**config.mk**
```make
export PLATFORM = sky130hd
export DESIGN_NAME = ddr4_cmd_decoder
export DESIGN_NICKNAME = d
export VERILOG_FILES = /design/src/rtl/ddr4_cmd_decoder.sv
export SDC_FILE = /design/constraint.sdc
export NUM_CORES = 1
export LEC_CHECK = 0
export CORE_MARGIN = 1
export CORE_UTILIZATION = 55
export CTS_CLUSTER_SIZE = 30
export DETAILED_ROUTE_END_ITERATION = 16
export HOLD_SLACK_MARGIN = 0.06
export PLACE_DENSITY_LB_ADDON = 0.1
export SLEW_MARGIN = 10
export SYNTH_ARGS = -nofsm -noshare
export SYNTH_HDL_FRONTEND = slang
export SYNTH_SLANG_ARGS = --single-unit
```
**constraint.sdc**
```tcl
create_clock -name clk -period 2.9 [get_ports clk]
set_input_delay 0.58 -clock clk [delete_from_list [all_inputs] [get_ports clk]]
set_output_delay 0.58 -clock clk [all_outputs]
set_load 0.005 [all_outputs]
```
**src/rtl/ddr4_cmd_decoder.sv**
```systemverilog
// DDR4 command/address pin decoder: one-hot command vector, per-bank open-row
// tracking, burst column sequencing and sticky protocol-error reporting.
module ddr4_cmd_decoder #(
  parameter int ADDRWIDTH     = 17,
  parameter int BANKGROUPS    = 2,
  parameter int BANKSPERGROUP = 2,
  parameter int COLS          = 1024,
  parameter int BL            = 8
) (
  input  logic                             clk,
  input  logic                             reset_n,
  input  logic                             halt,
  input  logic                             cke,
  input  logic                             cs_n,
  input  logic                             act_n,
  input  logic                             ras_n,
  input  logic                             cas_n,
  input  logic                             we_n,
  input  logic [$clog2(BANKGROUPS)-1:0]    bg_in,
  input  logic [$clog2(BANKSPERGROUP)-1:0] ba_in,
  input  logic [ADDRWIDTH-1:0]             addr,
  output logic [18:0]                      commands,
  output logic [$clog2(BANKGROUPS)-1:0]    bg,
  output logic [$clog2(BANKSPERGROUP)-1:0] ba,
  output logic [ADDRWIDTH-1:0]             row,
  output logic [$clog2(COLS)-1:0]          column,
  output logic                             busy,
  output logic                             err,
  output logic [2:0]                       err_code
);

  localparam int BGW = $clog2(BANKGROUPS);
  localparam int BAW = $clog2(BANKSPERGROUP);
  localparam int CW  = $clog2(COLS);
  localparam int BLW = $clog2(BL);
  localparam int NB  = BANKGROUPS * BANKSPERGROUP;
  localparam int NBW = $clog2(NB);

  localparam logic [18:0] C_ACT = 19'h40000;
  localparam logic [18:0] C_CFG = 19'h10000;
  localparam logic [18:0] C_MRW = 19'h00400;
  localparam logic [18:0] C_PD  = 19'h00200;
  localparam logic [18:0] C_PDX = 19'h00100;
  localparam logic [18:0] C_PR  = 19'h00080;
  localparam logic [18:0] C_PRA = 19'h00040;
  localparam logic [18:0] C_RD  = 19'h00020;
  localparam logic [18:0] C_RDA = 19'h00010;
  localparam logic [18:0] C_REF = 19'h00008;
  localparam logic [18:0] C_SRF = 19'h00004;
  localparam logic [18:0] C_WR  = 19'h00002;
  localparam logic [18:0] C_WRA = 19'h00001;

  typedef enum logic {ST_IDLE = 1'b0, ST_BURST = 1'b1} state_t;

  state_t                 state_r, state_s;
  logic [BLW-1:0]         beat_r, beat_s;
  logic [18:0]            commands_r, commands_s;
  logic [BGW-1:0]         bg_r, bg_s;
  logic [BAW-1:0]         ba_r, ba_s;
  logic [ADDRWIDTH-1:0]   row_r, row_s;
  logic [CW-1:0]          column_r, column_s;
  logic                   busy_r, busy_s;
  logic                   err_r;
  logic [2:0]             err_code_r;
  logic                   cke_q_r;
  logic [NB-1:0]          bank_open_r, bank_open_s;
  logic [ADDRWIDTH-1:0]   bank_row_r [NB];
  logic [NBW-1:0]         burst_bank_r, burst_bank_s;
  logic                   burst_auto_r, burst_auto_s;

  logic [NBW-1:0]         bank_idx_s;
  logic                   last_beat_s;
  logic [NB-1:0]          open_eff_s;
  logic                   pin_cmd_s;
  logic [18:0]            dec_cmd_s;
  logic [2:0]             dec_err_s;
  logic [2:0]             err_evt_s;
  logic                   act_we_s;

  // Pin decode against the bank state as it will be after any auto-precharge closing this edge
  always_comb begin
    bank_idx_s  = NBW'(bg_in) * NBW'(BANKSPERGROUP) + NBW'(ba_in);
    last_beat_s = (state_r == ST_BURST) && (beat_r == BLW'(BL - 1));
    open_eff_s  = bank_open_r;
    dec_cmd_s   = 19'h0;
    dec_err_s   = 3'd0;
    pin_cmd_s   = 1'b0;
    if (last_beat_s && burst_auto_r) begin
      open_eff_s[burst_bank_r] = 1'b0;
    end else begin
      open_eff_s = bank_open_r;
    end
    if (cs_n) begin
      pin_cmd_s = 1'b0;
    end else if (!act_n) begin
      pin_cmd_s = 1'b1;
      if (open_eff_s[bank_idx_s]) begin
        dec_err_s = 3'd2;
      end else begin
        dec_cmd_s = C_ACT;
      end
    end else begin
      pin_cmd_s = ({ras_n, cas_n, we_n} != 3'b111);
      case ({ras_n, cas_n, we_n})
        3'b000: dec_cmd_s = C_MRW;
        3'b001: begin
          if (|open_eff_s) begin
            dec_err_s = 3'd3;
          end else if (!cke && cke_q_r) begin
            dec_cmd_s = C_SRF;
          end else begin
            dec_cmd_s = C_REF;
          end
        end
        3'b010: dec_cmd_s = addr[10] ? C_PRA : C_PR;
        3'b100: begin
          if (!open_eff_s[bank_idx_s]) begin
            dec_err_s = 3'd1;
          end else begin
            dec_cmd_s = addr[10] ? C_WRA : C_WR;
          end
        end
        3'b101: begin
          if (!open_eff_s[bank_idx_s]) begin
            dec_err_s = 3'd1;
          end else begin
            dec_cmd_s = addr[10] ? C_RDA : C_RD;
          end
        end
        3'b110: dec_cmd_s = C_CFG;
        3'b011: dec_err_s = 3'd5;
        default: dec_cmd_s = 19'h0;
      endcase
    end
  end

  // Next-state: continue a burst, or accept a new command / cke edge
  always_comb begin
    state_s      = state_r;
    beat_s       = beat_r;
    commands_s   = 19'h0;
    bg_s         = bg_r;
    ba_s         = ba_r;
    row_s        = row_r;
    column_s     = column_r;
    burst_bank_s = burst_bank_r;
    burst_auto_s = burst_auto_r;
    bank_open_s  = open_eff_s;
    act_we_s     = 1'b0;
    err_evt_s    = 3'd0;
    if ((state_r == ST_BURST) && !last_beat_s) begin
      commands_s = commands_r;
      beat_s     = beat_r + BLW'(1);
      column_s   = {column_r[CW-1:BLW], column_r[BLW-1:0] + BLW'(1)};
      err_evt_s  = pin_cmd_s ? 3'd4 : 3'd0;
    end else begin
      state_s   = ST_IDLE;
      beat_s    = '0;
      err_evt_s = dec_err_s;
      if (dec_err_s != 3'd0) begin
        commands_s = 19'h0;
      end else if (dec_cmd_s != 19'h0) begin
        commands_s = dec_cmd_s;
        bg_s       = bg_in;
        ba_s       = ba_in;
        case (dec_cmd_s)
          C_ACT: begin
            row_s                   = addr;
            bank_open_s[bank_idx_s] = 1'b1;
            act_we_s                = 1'b1;
          end
          C_PR:  bank_open_s[bank_idx_s] = 1'b0;
          C_PRA: bank_open_s = '0;
          C_RD, C_RDA, C_WR, C_WRA: begin
            state_s      = ST_BURST;
            row_s        = bank_row_r[bank_idx_s];
            column_s     = addr[CW-1:0];
            burst_bank_s = bank_idx_s;
            burst_auto_s = addr[10];
          end
          default: row_s = row_r;
        endcase
      end else if (cke && !cke_q_r) begin
        commands_s = C_PDX;
      end else if (!cke && cke_q_r) begin
        commands_s = C_PD;
      end else begin
        commands_s = 19'h0;
      end
    end
    busy_s = (state_s == ST_BURST);
  end

  // State and output registers; halt freezes everything including cke sampling
  always_ff @(posedge clk or negedge reset_n) begin
    if (!reset_n) begin
      state_r      <= ST_IDLE;
      beat_r       <= '0;
      commands_r   <= 19'h0;
      bg_r         <= '0;
      ba_r         <= '0;
      row_r        <= '0;
      column_r     <= '0;
      busy_r       <= 1'b0;
      err_r        <= 1'b0;
      err_code_r   <= 3'd0;
      cke_q_r      <= 1'b1;
      bank_open_r  <= '0;
      burst_bank_r <= '0;
      burst_auto_r <= 1'b0;
      for (int i = 0; i < NB; i++) begin
        bank_row_r[i] <= '0;
      end
    end else if (!halt) begin
      state_r      <= state_s;
      beat_r       <= beat_s;
      commands_r   <= commands_s;
      bg_r         <= bg_s;
      ba_r         <= ba_s;
      row_r        <= row_s;
      column_r     <= column_s;
      busy_r       <= busy_s;
      cke_q_r      <= cke;
      bank_open_r  <= bank_open_s;
      burst_bank_r <= burst_bank_s;
      burst_auto_r <= burst_auto_s;
      if (act_we_s) begin
        bank_row_r[bank_idx_s] <= addr;
      end
      if (!err_r && (err_evt_s != 3'd0)) begin
        err_r      <= 1'b1;
        err_code_r <= err_evt_s;
      end
    end
  end

  assign commands = commands_r;
  assign bg       = bg_r;
  assign ba       = ba_r;
  assign row      = row_r;
  assign column   = column_r;
  assign busy     = busy_r;
  assign err      = err_r;
  assign err_code = err_code_r;

endmodule

```
Yosys cells after proc, flatten, opt, wreduce, memory -nomap -nowiden

Cells that the tools add are included.

Bits in registers: 132
Word-level logic and storage cells: 138
Output and inout bits: 53

Equality and inequality tests: 16
Magnitude comparators: 6
Reduce and logical (&&, ||, !) cells: 30
Bitwise gates (word level): 9
Add/subtract/negate cells: 3
Muxes and demuxes: 56

Operators with widths:

| operator                                        | number |
|---|---|
| case mux 17 bit (6 select lines)                | 1 |
| two-way mux 19 bit                              | 5 |
| bitwise mux 68 bit                              | 1 |
| two-way mux 17 bit                              | 3 |
| binary-select mux 17 bit (select 2 bit)         | 1 |
| demux 17 bit (select 2 bit)                     | 1 |
| case mux 17 bit (2 select lines)                | 1 |
| two-way mux 3 bit                               | 9 |
| two-way mux 4 bit                               | 6 |
| two-way mux 10 bit                              | 2 |
| == test 19 x 1 -> 1 bit (second input constant) | 1 |
| == test 19 bit (second input constant)          | 1 |
| == test 19 x 2 -> 1 bit (second input constant) | 1 |
| == test 19 x 5 -> 1 bit (second input constant) | 1 |
| == test 19 x 6 -> 1 bit (second input constant) | 1 |
| == test 19 x 7 -> 1 bit (second input constant) | 1 |
| == test 19 x 8 -> 1 bit (second input constant) | 1 |
| nonzero test 19 bit                             | 1 |
| two-way mux 1 bit                               | 14 |
| == test 3 bit (second input constant)           | 4 |
| two-way mux 6 bit                               | 2 |
| case mux 4 bit (3 select lines)                 | 1 |
| AND reduction 5 bit                             | 2 |
| logical AND 1 bit                               | 9 |
| other kinds (28)                                | 50 |

Depth between registers and ports, before layout

Gate-level depths: netlist of run 1.

Depth in word-level cells: 19
Mapped depth: 10
Depth with buffers taken out: 8

Least setup slack after synthesis of run 1

No wires, ideal clock.

Path kind: reg2reg
Start point: reg beat_r[0]
End point: reg row_r[10] (netlist: row[10])
Required time: 2.775 ns
Stages on the path, launching flop included: 11
Period minus slack after synthesis: 2.673 ns
Arrival: 2.548 ns
Slack: 0.227 ns
Path through: dfrtp_1 -> ha_1 -> ha_1 -> nand4b_1 -> o21a_1 -> mux4_2 -> nand2b_4 -> buf_6 -> a21oi_4 -> buf_12 -> mux2_4

Cells in the longest elaborated chain, start to end: 14
Elaborated cells on any way between the ends: 35

RTL lines:

| element                                                | line         | RTL |
|---|---|---|
| start, declared                                        | 56           | `logic [BLW-1:0] beat_r, beat_s;` |
| start signal, assigned                                 | 216          | `beat_r <= beat_s;` |
| == test 3 bit *                                        | 83           | `last_beat_s = (state_r == ST_BURST) && (beat_r == BLW'(BL - 1));` |
| logical AND 1 bit *                                    | 83           |  |
| logical AND 1 bit                                      | 88           | `if (last_beat_s && burst_auto_r) begin` |
| two-way mux 4 bit                                      | 88           |  |
| binary-select mux 1 bit (select 2 bit)                 | 97, 117, 124 |  |
| two-way mux 1 bit (implied by the code)                | 97, 117, 124 |  |
| two-way mux 6 bit or two-way mux 2 bit (tied branches) | 124, 117     |  |
| case mux 17 bit (6 select lines)                       | 104          | `case ({ras_n, cas_n, we_n})` |
| two-way mux 19 bit                                     | 95           | `end else if (!act_n) begin` |
| two-way mux 19 bit                                     | 93           | `if (cs_n) begin` |
| == test 19 x 6 -> 1 bit, or another cell as far along  | 166          | `case (dec_cmd_s)` |
| OR reduction 4 bit                                     | 166          |  |
| nonzero test 2 bit (no line)                           | --           |  |
| AND reduction 5 bit (no line)                          | --           |  |
| end signal, assigned                                   | 220          | `row_r <= row_s;` |
| end, declared                                          | 60           | `logic [ADDRWIDTH-1:0] row_r, row_s;` |

Every way passes the cells marked *; elsewhere a longest branch is shown, timed or not. The select of a mux whose other input is x is not followed.
A chain may end at the register's enable or synchronous reset.

Final worst setup path of run 1

Start point: reg beat_r[0]
End point: reg row_r[3] (netlist: row[3])

The elaborated chain is that of the path after synthesis.

==> results of run 1 <==
[power breakdown]
group / total (mW) / switching, mW / internal (mW)
registers: 2.41 / 0.243 / 2.16
logic: 1.26 / 0.412 / 0.852
clock network: 2.10 / 0.719 / 1.38
total: 5.77 / 1.37 / 4.40
[final cells by class]
cell class | instances | area [µm²] | area share, %
inverter | 8 | 30.03 | 0.3947
tap | 136 | 170.2 | 2.237
multi-input combinational | 278 | 2639 | 34.69
sequential | 126 | 3154 | 41.46
clock buffer | 23 | 476.7 | 6.266
timing repair buffer | 104 | 1028 | 13.52
clock inverter | 6 | 108.9 | 1.431
[logic make-up after synthesis]
| logic type | share of synthesized area, % |
|---|---|
| AO/OA/AOI/OAI | 7.643 |
| adder cells (fa/ha/maj) | 0.6248 |
| buffers and inverters | 3.894 |
| flip-flops | 52.50 |
| multiplexers | 28.63 |
| other | 0.06241 |
| AND/OR/NAND/NOR | 6.643 |
[cells in the mapped netlist, types with 2 or more instances]
| cell | count |
|---|---|
| clkbuf_8 | 4 |
| dfrtp_1 | 125 |
| nand4_2 | 2 |
| nand2b_1 | 3 |
| nor3_1 | 3 |
| or3_1 | 2 |
| nand3_2 | 3 |
| mux4_2 | 8 |
| o21ai_0 | 22 |
| inv_1 | 7 |
| o221a_2 | 3 |
| nor2b_1 | 2 |
| a21oi_1 | 6 |
| nand3_1 | 3 |
| a31oi_1 | 3 |
| o22a_1 | 2 |
| nand2_1 | 30 |
| a21o_1 | 2 |
| mux2_2 | 98 |
| ha_1 | 3 |
| buf_6 | 2 |
| o21a_1 | 4 |
| mux4_1 | 5 |
| buf_4 | 6 |
| nand4_1 | 3 |
| nor2_1 | 14 |
| a2111oi_0 | 3 |
| o41ai_1 | 2 |
| mux2i_1 | 3 |
| mux2_4 | 10 |
| nand2_2 | 2 |
| mux4_4 | 5 |
| o31ai_1 | 6 |
| clkbuf_1 | 14 |
[sequential cells by signal, summed over array words and instances, names as in the netlist]
signal,count
row,17
column,10
err,1
burst_auto_r,1
beat_r,3
bank_open_r,4
err_code,3
bg,1
bank_row_r,68
busy,1
cke_q_r,1
burst_bank_r,2
ba,1
commands,13
[worst min-delay path, stage by stage, from the launching register on]
cell and delay [ns]:
dfrtp_1 0.34, nand2_1 0.05, o31ai_1 0.06
[stage by stage]
step                      util, %  cell area, µm²  std cells
final                       72.71            7607        681
after global routing        72.71            7607        681
after CTS                   72.71            7607        681
after detailed placement    67.02            7012        651
after global placement      67.02            7012        651
after floorplan                 -            6027        441
[repair_timing]
| item | 4_1_cts | 5_1_grt |
|---|---|---|
| setup endpoints to repair | 0 | 0 |
| hold endpoints to repair | 22 | 0 |
| hold buffers | 1 | 0 |
| buffers inserted | 0 | 0 |
[path summary, 6_finish.rpt]
check	start	endpoint	depth (start not counted)
min in group asynchronous	reset_n	commands[8]$_DFFE_PN0P_	2
max reg2reg	beat_r[0]$_DFFE_PN0N_	row[3]$_DFFE_PN0P_	9
max	beat_r[0]$_DFFE_PN0N_	row[3]$_DFFE_PN0P_	9
max in group asynchronous	reset_n	bank_row_r[24]$_DFFE_PN0P_	3
min	commands[7]$_DFFE_PN0P_	commands[7]$_DFFE_PN0P_	2
min reg2reg	commands[7]$_DFFE_PN0P_	commands[7]$_DFFE_PN0P_	2
[per-layer routing]
layer / routed length, µm / vias to the layer above / track usage [%]
li1: - / 1808 / -
met1: 5791 / 2052 / 31.81
met2: 6594 / 102 / 42.58
met3: 567 / 28 / 6.928
met4: 277 / 0 / 12.33
met5: 0 / - / 0
[cell usage in the layout, fill, tap and decap left out, types with 6 or more instances in the layout]
cell	n
dfrtp_1	125
o31ai_1	6
mux4_2	8
clkdlybuf4s50_1	73
nor2_1	14
mux2_2	98
mux2_4	10
nand2_1	30
o21ai_0	22
clkbuf_16	16
buf_4	25
a21oi_1	6
inv_1	7
conb_1	6
==> results.cfg, run 1 <==
[clock_tree]
cts_buffers = 17
clk_pin_slew_worst_paths_ns = 0.06
cts_max_level = 4
clk_latency_ns = 0.53
cts_tree = built
root_buffer = clkbuf_8
clock_path_buffers = 2
cts_sinks = 126
cts_resized = 0

[sta]
min_period_ns = 2.745
skew_ns = 0.005247
hold-worst-slack_ns = 0.4760
tns_ns = 0
period_share_pct = 94.66
slew_violations = 0
hold_violations = 0
max_freq_ghz = 0.3643
relSlewSlack_pct = 60.72
setup_viol = 0
finalWorstSetupSlack_ns = 0.1547
rsz0062_at_grt = no
max_slew.worst_pin.slew_ns = 0.5873

[grt]
grt-ovfl-total = 0
antenna_found_initial = 0
track_usage_pct = 25.90
grt_pass1_wl_um = 21750
grt_max_degree = 46
first_global_vias = 4231

[logic_synthesis]
ys_warn_count = 0
yosysTopAreaCell = dfrtp_1
syn_area_per_cell_um2 = 13.78
ys.flop_type = dfrtp_1
synth-edff-count = 0
ys_types = 60
syn_inst = 436
netlist_area_um2 = 6008
ys_top_cells_by_area = dfrtp_1 (52%), mux2_2 (18%), mux4_2 (3.0%), mux2_4 (2.5%), mux4_1 (2.2%)
netlist.area_leader.share_pct = 52.06
async_flop_share_pct = 100.0
synth_seq_cells = 126
synth_seq_area_share_pct = 52.50

[place]
dp_hpwl_um = 8703
portBuffers = 74
pre_cts_slack_ns = 0.02796
globalplace.congestion = 0.8939

[power]
power.total_mw = 5.775
max-vdd-ir-drop_v = 0.0006441
powerDensity_nw_per_um2 = 759.1
p_leak_nw = 3.363

[critical_path]
cp_slowest_cell = mux4_2
worstSetupStartpointType = register
critical_path.max_fanout = 17
end_kind = register
required_ns = 3.31
worstSetupPathType = register to register
crit_family = multiplexers
crit_top_cell = ha_1
r2r_slack_ns = 0.15
cp_data_arrival_time_ns = 3.15
crit_buf_inv = 1
critical_path.cell_chain = ha_1 > ha_1 > nand4b_1 > o21a_1 > mux4_2 > nand2b_4 > a21oi_4 > buf_12 > mux2_2
slowest_delay_ns = 0.51

[final_layout]
nets = 566
drive_above_1_share_pct = 35.96
n_fill_cell = 710
antennaDiodeCount = 0
synthToLayoutAreaGrowth_pct = 26.61

[floorplanning]
coreArea_um2 = 10460
die_w_um = 106.5
ioPinCount = 81
initial_core_util_pct = 57.43
die-area_um2 = 11350
std_cell_rows = 37
fp.dieH_um = 106.5

[routing]
avgRoutedWirePerCell_um = 19.43
postRouteWirelength_um = 13230
drt_pre_antenna_iters = 6
ant_nets = 0
drc_errors = 0
viasPerCell = 5.859
drt-initial-drc-count = 159
route.vias.total = 3990

[hold_path]
hp-class = register to register

[status]
status = completed

[flow_run]
cap_violations = 0
No activity file was read; power rests on OpenSTA's default activity.
==> run 2, diff against run 1 <==
- CORE_MARGIN: 1 -> 3
==> run 2 against run 1 <==
Hold slack got worse by 0.41 ns. Final cell count increased by 0.44%. Critical path depth unchanged. Largest cell class unchanged. Largest power group unchanged.
==> results.cfg, run 2 (same netlist as run 1, synthesis figures left out) <==
[sta]
period_share_pct = 95.45
relSlewSlack_pct = 59.38
max_freq_ghz = 0.3613
rsz0062_at_grt = no
skew_ns = 0.006421
hold-worst-slack_ns = 0.06123
tns_ns = 0
setup_viol = 0
slew_violations = 0
min_period_ns = 2.768
max_slew.worst_pin.slew_ns = 0.6092
hold_violations = 0
finalWorstSetupSlack_ns = 0.1321

[final_layout]
final_common_cell = dfrtp_1
nets = 566
postLayoutCoreUtil_pct = 73.36
drive_above_1_share_pct = 36.50
final_cell_mix = dfrtp_1 (125), mux2_2 (98), clkdlybuf4s50_1 (73)
antennaDiodeCount = 0
synthToLayoutAreaGrowth_pct = 27.74
regMostFlops = bank_row_r
largest_register_ff_count = 68
fin_cells = 684
finalInstanceArea_um2 = 7675

[grt]
grt_max_degree = 60
track_usage_pct = 22.74
grt_pass1_wl_um = 21900
antenna_found_initial = 0
grt-ovfl-total = 0
first_global_vias = 4273

[power]
clock_power_share_pct = 39.1
powerDensity_nw_per_um2 = 784.7
pwr-share-seq_pct = 40.0
p_comb_share_pct = 20.9
max-vdd-ir-drop_v = 0.0005471
p_leak_nw = 3.396
power.total_mw = 6.022
switching_share_pct = 23.53
power.internal_mw = 4.605
power.switching_mw = 1.417

[critical_path]
required_ns = 3.31
worstSetupStartpoint = beat_r[0]$_DFFE_PN0N_
worstSetupPathType = register to register
cp_slowest_cell = mux4_2
crit_top_cell = ha_1
slowest_delay_ns = 0.53
critical_path.max_fanout = 17
endpoint = row[4]$_DFFE_PN0P_
reg2reg_depth = 9
worstReg2RegEnd = row[4]$_DFFE_PN0P_
worstSetupStartpointType = register
critical_path.cell_chain = ha_1 > ha_1 > nand4_1 > o21a_1 > mux4_2 > nand2b_4 > a21oi_4 > buf_12 > mux2_2
r2r_slack_ns = 0.13
worst_r2r_startpoint = beat_r[0]$_DFFE_PN0N_
cp_data_arrival_time_ns = 3.18
end_kind = register

[place]
portBuffers = 74
dp_hpwl_um = 8789
post_dp_cell_area_um2 = 7019
pre_cts_slack_ns = 0.03096
globalplace.congestion = 0.8783
dp.cells = 652

[clock_tree]
cts_max_level = 4
cts_tree = built
root_buffer = clkbuf_8
cts_buffers = 17
clk_pin_slew_worst_paths_ns = 0.06
clk_latency_ns = 0.53
ctsHoldBuffers = 0
cts_sinks = 126
clock_path_buffers = 2

[floorplanning]
coreArea_um2 = 10460
ioPinCount = 81
die-area_um2 = 12210
initial_core_util_pct = 57.43
std_cell_rows = 37
die_w_um = 110.5
fp.dieH_um = 110.5

[routing]
postRouteWirelength_um = 13070
drt_pre_antenna_iters = 5
drt-initial-drc-count = 206
avgRoutedWirePerCell_um = 19.10
drc_errors = 0
ant_nets = 0
route.vias.total = 3984
viasPerCell = 5.825

[flow_run]
cap_violations = 0

[hold_path]
hp-class = primary input to async pin

[status]
status = completed
## run 2: cell count changes in the layout (fill, tap and decap cells not counted), moves of 2 or more
cell / delta
o21ai_0: -2
clkbuf_8: -3
bufinv_16: +3
o21ai_1: +2
## run 2: what timing repair did
action                                  CTS  global route
gates resized for setup                   0             4
endpoints found under the setup margin    0             4
buffers inserted                          0             0
## run 2: power groups by stage
stage                     Clock, mW  Sequential, mW  Combinational [mW]
after floorplan                   0            2.38               0.642
after global placement            0            2.41                1.23
after detailed placement          0            2.43                1.26
after CTS                      2.40            2.41                1.27
after global routing           2.47            2.46                1.36
final                          2.36            2.41                1.26
## run 2: cell type report
class	count	area, µm²
Tap cell	136	170.2
Multi-Input combinational cell	278	2644
Inverter	8	30.03
Sequential cell	126	3154
Clock buffer	21	439.2
Fill cell	721	2788
Clock inverter	11	211.5
Timing Repair Buffer	104	1026
## run 2: worst max-delay path, delay by kind of cell (launching register included)
kind | cells | cell delay, ns
muxes | 2 | 0.88
and+or+nand+nor | 2 | 0.37
DFF | 1 | 0.37
adders and majority gates | 2 | 0.43
AOI/OAI and AO/OA | 2 | 0.40
buffers and inverters | 1 | 0.19
## run 2: per-layer routing
metal,global-route usage [%],vias to the layer above,part of all wire (%)
met1,29.44,2030,44
met4,8.210,0,0.89
met2,37.54,114,51
met3,5.425,11,4.6
met5,0,-,0
li1,-,1829,-
## run 2: how the worst min path moves through the flow
| stage | depth (start not counted) | slack (ns) | end |
|---|---|---|---|
| floorplan | 0 | 0.28 | ba$_DFFE_PN0P_ |
| global route | 1 | 0.1 | commands[9]$_DFFE_PN0P_ |
| finish | 1 | 0.06 | commands[9]$_DFFE_PN0P_ |
| detailed placement | 2 | 0.47 | commands[8]$_DFFE_PN0P_ |
| CTS | 1 | 0.06 | commands[16]$_DFFE_PN0P_ |
| global placement | 2 | 0.45 | commands[8]$_DFFE_PN0P_ |
